===== src/rtl/cpu_types_pkg.sv =====
// Shared CPU-side types: machine word, RAM handshake state and the arbiter FSM encoding.
package cpu_types_pkg;

   localparam int CPU_WORD_W = 32;

   typedef logic [CPU_WORD_W-1:0] word_t;

   typedef enum logic [1:0] {
      FREE   = 2'd0,
      BUSY   = 2'd1,
      ACCESS = 2'd2,
      ERROR  = 2'd3
   } ramstate_t;

   typedef enum logic [1:0] {
      IDLE = 2'd0,
      DACC = 2'd1,
      IACC = 2'd2,
      RESP = 2'd3
   } arb_state_t;

endpackage


===== src/rtl/arb_watchdog.sv =====
// Access watchdog: counts cycles while run is high; expire is asserted on the LIMIT-th
// consecutive running cycle. clear returns the count to zero.
module arb_watchdog #(
   parameter int WIDTH = 7,
   parameter int LIMIT = 64
) (
   input  logic CLK,
   input  logic RST,
   input  logic run,
   input  logic clear,
   output logic expire
);

   logic [WIDTH-1:0] cnt_q;
   logic [WIDTH-1:0] cnt_d;

   assign expire = run && (cnt_q == WIDTH'(LIMIT - 1));

   always_comb begin
      cnt_d = cnt_q;
      if (clear) begin
         cnt_d = '0;
      end else if (run && !expire) begin
         cnt_d = cnt_q + WIDTH'(1);
      end
   end

   always_ff @(posedge CLK or posedge RST) begin
      if (RST) begin
         cnt_q <= '0;
      end else begin
         cnt_q <= cnt_d;
      end
   end

endmodule


===== src/rtl/ram_request_arbiter.sv =====
// Serialises data and instruction requests onto a single-ported RAM (data first) and returns
// one-cycle hit pulses. Defining ARB_PERF_CNT_EN adds saturating hit/stall counter ports.
module ram_request_arbiter
   import cpu_types_pkg::*;
#(
   parameter int WORD_W      = 32,
   parameter int TIMEOUT_CYC = 64
) (
   input  logic              CLK,
   input  logic              RST,
   input  logic              iREN,
   input  logic [WORD_W-1:0] iaddr,
   input  logic              dREN,
   input  logic              dWEN,
   input  logic [WORD_W-1:0] daddr,
   input  logic [WORD_W-1:0] dstore,
   output logic              ihit,
   output logic              dhit,
   output logic [WORD_W-1:0] iload,
   output logic [WORD_W-1:0] dload,
   output logic              ramREN,
   output logic              ramWEN,
   output logic [WORD_W-1:0] ramaddr,
   output logic [WORD_W-1:0] ramstore,
   input  logic [WORD_W-1:0] ramload,
   input  logic [1:0]        ramstate,
   output logic              ramerr
`ifdef ARB_PERF_CNT_EN
   ,
   output logic [31:0]       perf_ihits,
   output logic [31:0]       perf_dhits,
   output logic [31:0]       perf_stall
`endif
);

   localparam int WD_W = $clog2(TIMEOUT_CYC) + 1;

   arb_state_t        state_q;
   logic              op_wr_q;
   logic              ihit_q;
   logic              dhit_q;
   logic              ren_q;
   logic              wen_q;
   logic              ramerr_q;
   logic [WORD_W-1:0] addr_q;
   logic [WORD_W-1:0] store_q;
   logic [WORD_W-1:0] iload_q;
   logic [WORD_W-1:0] dload_q;

   ramstate_t rs;
   logic      in_acc;
   logic      req_held;
   logic      expire;

   assign rs     = ramstate_t'(ramstate);
   assign in_acc = (state_q == DACC) || (state_q == IACC);

   // The line that must stay high for the granted access to remain wanted.
   assign req_held = (state_q == IACC) ? iREN : (op_wr_q ? dWEN : dREN);

   arb_watchdog #(
      .WIDTH (WD_W),
      .LIMIT (TIMEOUT_CYC)
   ) u_watchdog (
      .CLK    (CLK),
      .RST    (RST),
      .run    (in_acc),
      .clear  (!in_acc),
      .expire (expire)
   );

   always_ff @(posedge CLK or posedge RST) begin
      if (RST) begin
         state_q  <= IDLE;
         op_wr_q  <= 1'b0;
         ihit_q   <= 1'b0;
         dhit_q   <= 1'b0;
         ren_q    <= 1'b0;
         wen_q    <= 1'b0;
         ramerr_q <= 1'b0;
         addr_q   <= '0;
         store_q  <= '0;
         iload_q  <= '0;
         dload_q  <= '0;
      end else begin
         case (state_q)
            IDLE: begin
               if (dREN || dWEN) begin
                  state_q <= DACC;
                  op_wr_q <= dWEN;
                  ren_q   <= !dWEN;
                  wen_q   <= dWEN;
                  addr_q  <= daddr;
                  store_q <= dstore;
               end else if (iREN) begin
                  state_q <= IACC;
                  op_wr_q <= 1'b0;
                  ren_q   <= 1'b1;
                  wen_q   <= 1'b0;
                  addr_q  <= iaddr;
               end
            end
            DACC, IACC: begin
               // A completing ACCESS outranks a same-cycle fault or request drop.
               if (rs == ACCESS) begin
                  state_q <= RESP;
                  ren_q   <= 1'b0;
                  wen_q   <= 1'b0;
                  if (state_q == IACC) begin
                     ihit_q  <= 1'b1;
                     iload_q <= ramload;
                  end else begin
                     dhit_q <= 1'b1;
                     if (!op_wr_q) begin
                        dload_q <= ramload;
                     end
                  end
               end else if ((rs == ERROR) || expire) begin
                  state_q  <= IDLE;
                  ren_q    <= 1'b0;
                  wen_q    <= 1'b0;
                  ramerr_q <= 1'b1;
               end else if (!req_held) begin
                  state_q <= IDLE;
                  ren_q   <= 1'b0;
                  wen_q   <= 1'b0;
               end
            end
            RESP: begin
               state_q <= IDLE;
               ihit_q  <= 1'b0;
               dhit_q  <= 1'b0;
            end
            default: begin
               state_q <= IDLE;
            end
         endcase
      end
   end

   assign ihit     = ihit_q;
   assign dhit     = dhit_q;
   assign iload    = iload_q;
   assign dload    = dload_q;
   assign ramREN   = ren_q;
   assign ramWEN   = wen_q;
   assign ramaddr  = addr_q;
   assign ramstore = store_q;
   assign ramerr   = ramerr_q;

`ifdef ARB_PERF_CNT_EN
   logic [31:0] perf_ihits_q;
   logic [31:0] perf_dhits_q;
   logic [31:0] perf_stall_q;

   always_ff @(posedge CLK or posedge RST) begin
      if (RST) begin
         perf_ihits_q <= '0;
         perf_dhits_q <= '0;
         perf_stall_q <= '0;
      end else begin
         if (ihit_q && (perf_ihits_q != '1)) begin
            perf_ihits_q <= perf_ihits_q + 32'd1;
         end
         if (dhit_q && (perf_dhits_q != '1)) begin
            perf_dhits_q <= perf_dhits_q + 32'd1;
         end
         if (in_acc && (perf_stall_q != '1)) begin
            perf_stall_q <= perf_stall_q + 32'd1;
         end
      end
   end

   assign perf_ihits = perf_ihits_q;
   assign perf_dhits = perf_dhits_q;
   assign perf_stall = perf_stall_q;
`endif

endmodule


===== config.mk =====
export PLATFORM = sky130hd
export DESIGN_NAME = ram_request_arbiter
export DESIGN_NICKNAME = d
export VERILOG_FILES = /design/src/rtl/cpu_types_pkg.sv /design/src/rtl/arb_watchdog.sv /design/src/rtl/ram_request_arbiter.sv
export SDC_FILE = /design/constraint.sdc
export NUM_CORES = 1
export LEC_CHECK = 0
export ABC_AREA = 1
export CAP_MARGIN = 20
export CORE_ASPECT_RATIO = 2
export CORE_UTILIZATION = 45
export DETAILED_ROUTE_END_ITERATION = 7
export DONT_BUFFER_PORTS = 1
export GPL_TIMING_DRIVEN = 1
export PLACE_DENSITY_LB_ADDON = 0.25
export SLEW_MARGIN = 20
export SYNTH_ARGS = -nofsm -noshare
export SYNTH_HDL_FRONTEND = slang
export SYNTH_SLANG_ARGS = --single-unit

===== constraint.sdc =====
create_clock -name CLK -period 8.7 [get_ports CLK]
set_input_delay 1.74 -clock CLK [delete_from_list [all_inputs] [get_ports CLK]]
set_output_delay 1.74 -clock CLK [all_outputs]
set_load 0.005 [all_outputs]

# Word level (Yosys, flattened, before mapping)
# Cells that the tools add are included.
op_classes:
  n_reduce_logical: 21
  eq_ne: 12
  bitwise: 3
  addsub: 1
  muxes: 27
op_table:
  columns: ["cell", "count"]
  rows:
  - ["two-way mux 32 bit", 2]
  - ["AND reduction 3 bit", 5]
  - ["two-way mux 7 bit", 2]
  - ["two-way mux 1 bit", 13]
  - ["two-way mux 2 bit", 5]
  - ["== test 2 bit (second input constant)", 4]
  - ["inequality test 2 bit (second input constant)", 4]
  - ["one-hot mux 1 bit (2 select lines)", 4]
  - ["adder 7 x 1 -> 7 bit (second input constant)", 1]
  - ["== test 7 x 6 -> 1 bit (second input constant)", 1]
  - ["one-hot mux 2 bit (3 select lines)", 1]
  - ["AND reduction 2 bit", 3]
  - ["nonzero test 2 bit", 3]
  - ["inequality test 4 bit (second input constant)", 1]
  - ["AND reduction 4 bit", 1]
  - ["logical OR 1 bit", 3]
  - ["inequality test 3 bit (second input constant)", 1]
  - ["NOT 1 bit", 3]
  - ["== test 2 x 1 -> 1 bit (second input constant)", 1]
  - ["logical AND 1 bit", 2]
  - ["zero test 1 bit", 2]
  - ["zero test 2 bit", 1]
  - ["OR reduction 2 bit", 1]
totals:
  in_bits: 135
  wordCells: 76
  output_inout_bits: 133
  register_bits: 143

# Logic depth before layout (Yosys ltp)
depth:
  depth_word: 7
  depth_mapped: 10
  mapped_depth_nobuf: 10

# Hierarchy
# From an unflattened synthesis, not the netlist that was laid out.
hier_totals:
  cells_unflattened: 675
  area_unflattened_um2: 5980.7
by_module_without_submodules:
  columns: ["mod", "cells_per_inst", "instances", "area_each_um2", "seq_area_each_um2"]
  rows:
  - ["ram_request_arbiter", 620, 1, 5579.1, 3403.3]
  - ["arb_watchdog", 55, 1, 401.6, 175.2]

# Worst setup path after synthesis
# OpenSTA, ideal clock, no wires.
synth_timing:
  path_type: "input port to flip-flop"
  start: "input dREN"
  end: "register store_q[2], in the netlist ramstore[2]"
  required_ns: 8.575
  n_path_buf: 1
  setup_time_ns: 0.125
  path_stages: 5
  t_arrival_ns: 2.551
  slack_ns: 6.024
  path_cell_list: "nor2_4 inv_4 nand2_4 buf_6 mux2_2"
synth_between:
  elab_chain_cells: 2
synth_lines:
  columns: ["item", "line_no", "source"]
  rows:
  - ["from (decl)", "ram_request_arbiter.sv:13", "input logic dREN,"]
  - ["logical OR 1 bit", "ram_request_arbiter.sv:88", "if (dREN || dWEN) begin"]
  - ["AND reduction 2 bit (no source line)", null, null]
  - ["to (signal assigned)", "ram_request_arbiter.sv:94", "store_q <= dstore;"]
  - ["to (decl)", "ram_request_arbiter.sv:46", "logic [WORD_W-1:0] store_q;"]
# Every way passes these cells.
# A chain may end at the register's enable or synchronous reset.

# Worst setup path in the final report
layout_timing:
  start: "input dREN"
  end: "register store_q[31], in the netlist ramstore[31]"
# The elaborated chain is that of the path after synthesis.

==> results.toml <==
[run_status]
outcome = "complete, no violations"

[timing]
period_share_pct = 38.1
setup_tns_ns = 0
max_freq_mhz = 302
finalSetupViolations = 0
max_slew_margin_pct = 39.7
final_max_slew_viol_count = 0
finClkSkew_ns = 0.0110
tightest_slew_ns = 0.903
period_minus_slack_ns = 3.31
hold_slack_ns = 0.501
rsz0062_at_grt = "false"
hold_violations = 0

[power]
power_leakage_uw = 0.00311
p_per_area_mw_per_mm2 = 382
ir_worst_vdd_mv = 0.267

[yosys]
yosysWarnings = 0
synth_xor_area_share_pct = 0.147
ys_top_cells_by_area = "dfrtp_1, nand2_1, mux2_2"
synth-seq-area-share_pct = 60.1
synth_top_cell_by_area = "dfrtp_1"
synth_nets = 729
syn_area_mm2 = 0.00595
ys_types = 29
synth_top_area_share_pct = 60.1
ys_ff_latch = 143
yosys.area_share.adder_pct = 1.47
avgSynthCellArea_um2 = 10.1
synth_top_family_by_area = "simple AND/OR/NAND/NOR gates"
synth_compound_area_share_pct = 11.5
synthSimpleGateAreaFrac_pct = 14.2
synth_mux_area_share_pct = 6.06
syn_inst = 587

[cts]
clk_pin_slew_worst_paths_ns = 0.06
cts_buffers = 17
clock_latency_ns = 0.41
ctsResizeCount = 0
cts_tree = "built"
htreeDepth = 4
clk_path_buf_depth = 2
cts_root_buf = "clkbuf_16"
post-cts-setup-buffer-count = 0
postCtsHoldBufs = 0
cts.sinks = 143

[placed_design]
placed_cells = 714
dpl-instance-area_mm2 = 0.00599
place_congestion = 0.858
port_buffers = 0
dp_hpwl_um = 9890

[routing]
routed_wl_um = 13600
drtIter0Drc = 182
via_per_inst = 5.45
drc = 0
avgRoutedWirePerCell_um = 18.2
dr.pass1.iters = 6
vias = 4059
antenna_left = 0

[die]
die_area_mm2 = 0.0137
rows = 59
coreArea_mm2 = 0.0129
die_w_um = 83.3
ios = 268
die_y_um = 165
initial_utilization_pct = 46.1

[grt]
track_usage_pct = 19.6
grt_max_degree = 85
grt-ovfl-total = 0
grt_pass1_wl_um = 20800
grt_pass1_vias = 4171
antenna_found_initial = 0

[setup_path]
start_kind = "primary input"
crit_type = "primary input to flop"
crit_path_end_kind = "flop"
r2r_cells = 8
cp_max_fo = 36
cp.required_ns = 8.99
cp.arrival_ns = 3.60

[min_path]
hold_path_class = "flop to flop"
holdPathStages = 1

[layout]
syn_to_final_growth_pct = 10.8
final_area_mm2 = 0.00659
fin_cells = 745
layout.nets = 723
drive_above_1_share_pct = 15.0
diodes = 0

[flow_run]
cap_viol_max_count = 0
-- worst paths after layout --
kind	from	endpoint	slack, ns
hold reg to reg	ramerr	ramerr	0.50
setup / recovery	dREN	ramstore[31]	5.39
hold / removal	ramerr	ramerr	0.50
setup reg to reg	state_q[0]	dload[7]	6.48
min in group asynchronous	RST	ramstore[16]	1.24
max in group asynchronous	RST	ramstore[21]	6.33
-- metrics by stage --
stage / util [%] / power [uW] / setup slack (ns)
2_1_floorplan: - / 1660 / 3.12
3_3_place_gp: 46.2 / 1770 / 5.03
3_5_place_dp: 46.4 / 1820 / 4.93
4_1_cts: 51.0 / 2550 / 5.37
5_1_grt: 51.0 / 2670 / 5.26
6_report: 51.0 / 2520 / 5.39
-- report_power, final --
part | internal (uW) | switching, uW
logic | 243 | 307
clock network | 434 | 291
registers | 973 | 269
-- layout make-up --
type / instances / area (um^2)
clock buffer: 18 / 439
clock inverter: 13 / 153
fill: 1158 / 6330
inverter: 49 / 191
multi-input combinational: 366 / 1990
sequential: 143 / 3580
tap: 152 / 190
timing repair buffer: 4 / 46.3
-- worst max-delay path, cell delays in order --
cell,delay (ns)
nor2_4,0.68
inv_4,0.33
nand2_4,0.43
mux2_2,0.39
-- placed cells by master (no fill, tap or decap) --
master / count
a21boi_4: 1
a21oi_1: 4
a31oi_1: 35
buf_12: 1
buf_4: 2
buf_6: 1
bufinv_16: 2
clkbuf_16: 17
clkbuf_8: 1
clkinv_4: 1
clkinvlp_4: 5
dfrtp_1: 143
ha_1: 7
inv_1: 47
inv_4: 1
inv_6: 5
inv_8: 1
mux2_1: 4
mux2_2: 28
nand2_1: 151
nand2_2: 4
nand2_4: 1
nand3_1: 6
nand3_2: 1
nand4_1: 2
nor2_1: 42
nor2_2: 3
nor2_4: 1
o211a_1: 1
o21a_1: 1
o21ai_0: 40
o21ai_1: 19
o21ai_2: 13
o21bai_1: 1
xor2_1: 1
-- layer usage --
layer / up-vias / global-route usage [%] / part of all wire, %
met5: - / 0 / 0
met4: 0 / 10.5 / 2.9
met3: 31 / 7.15 / 7.9
met2: 182 / 33.3 / 53
met1: 1955 / 21.1 / 36
li1: 1891 / - / -
-- synth_stat cells, drive strengths merged --
| library cell | number |
|---|---|
| buf | 19 |
| o21a | 1 |
| clkbuf | 10 |
| nand2 | 156 |
| nand4 | 2 |
| nor2 | 46 |
| a21boi | 1 |
| o211a | 1 |
| inv | 49 |
| dfrtp | 143 |
| o21ai | 72 |
| a21oi | 4 |
| o21bai | 1 |
| mux2 | 32 |
| nand3 | 7 |
| a31oi | 35 |
| ha | 7 |
| xor2 | 1 |
-- registers in the layout (all words and copies together), names as in the netlist --
| name | count |
|---|---|
| ihit | 1 |
| ramWEN | 1 |
| u_watchdog.cnt_q | 7 |
| op_wr_q | 1 |
| ramaddr | 32 |
| dload | 32 |
| iload | 32 |
| state_q | 2 |
| dhit | 1 |
| ramstore | 32 |
| ramerr | 1 |
| ramREN | 1 |
-- cell families (layout without fill, tap and decap cells) --
| group | count (synthesis) | in the layout |
|---|---|---|
| buffers and inverters | 78 | 84 |
| xor gates and xnor gates | 1 | 1 |
| adders and majority gates | 7 | 7 |
| muxes | 32 | 32 |
| AOI/OAI and AO/OA | 115 | 115 |
| DFF | 143 | 143 |
| and+or+nand+nor | 211 | 211 |
Power figures use the tool's default switching activity.
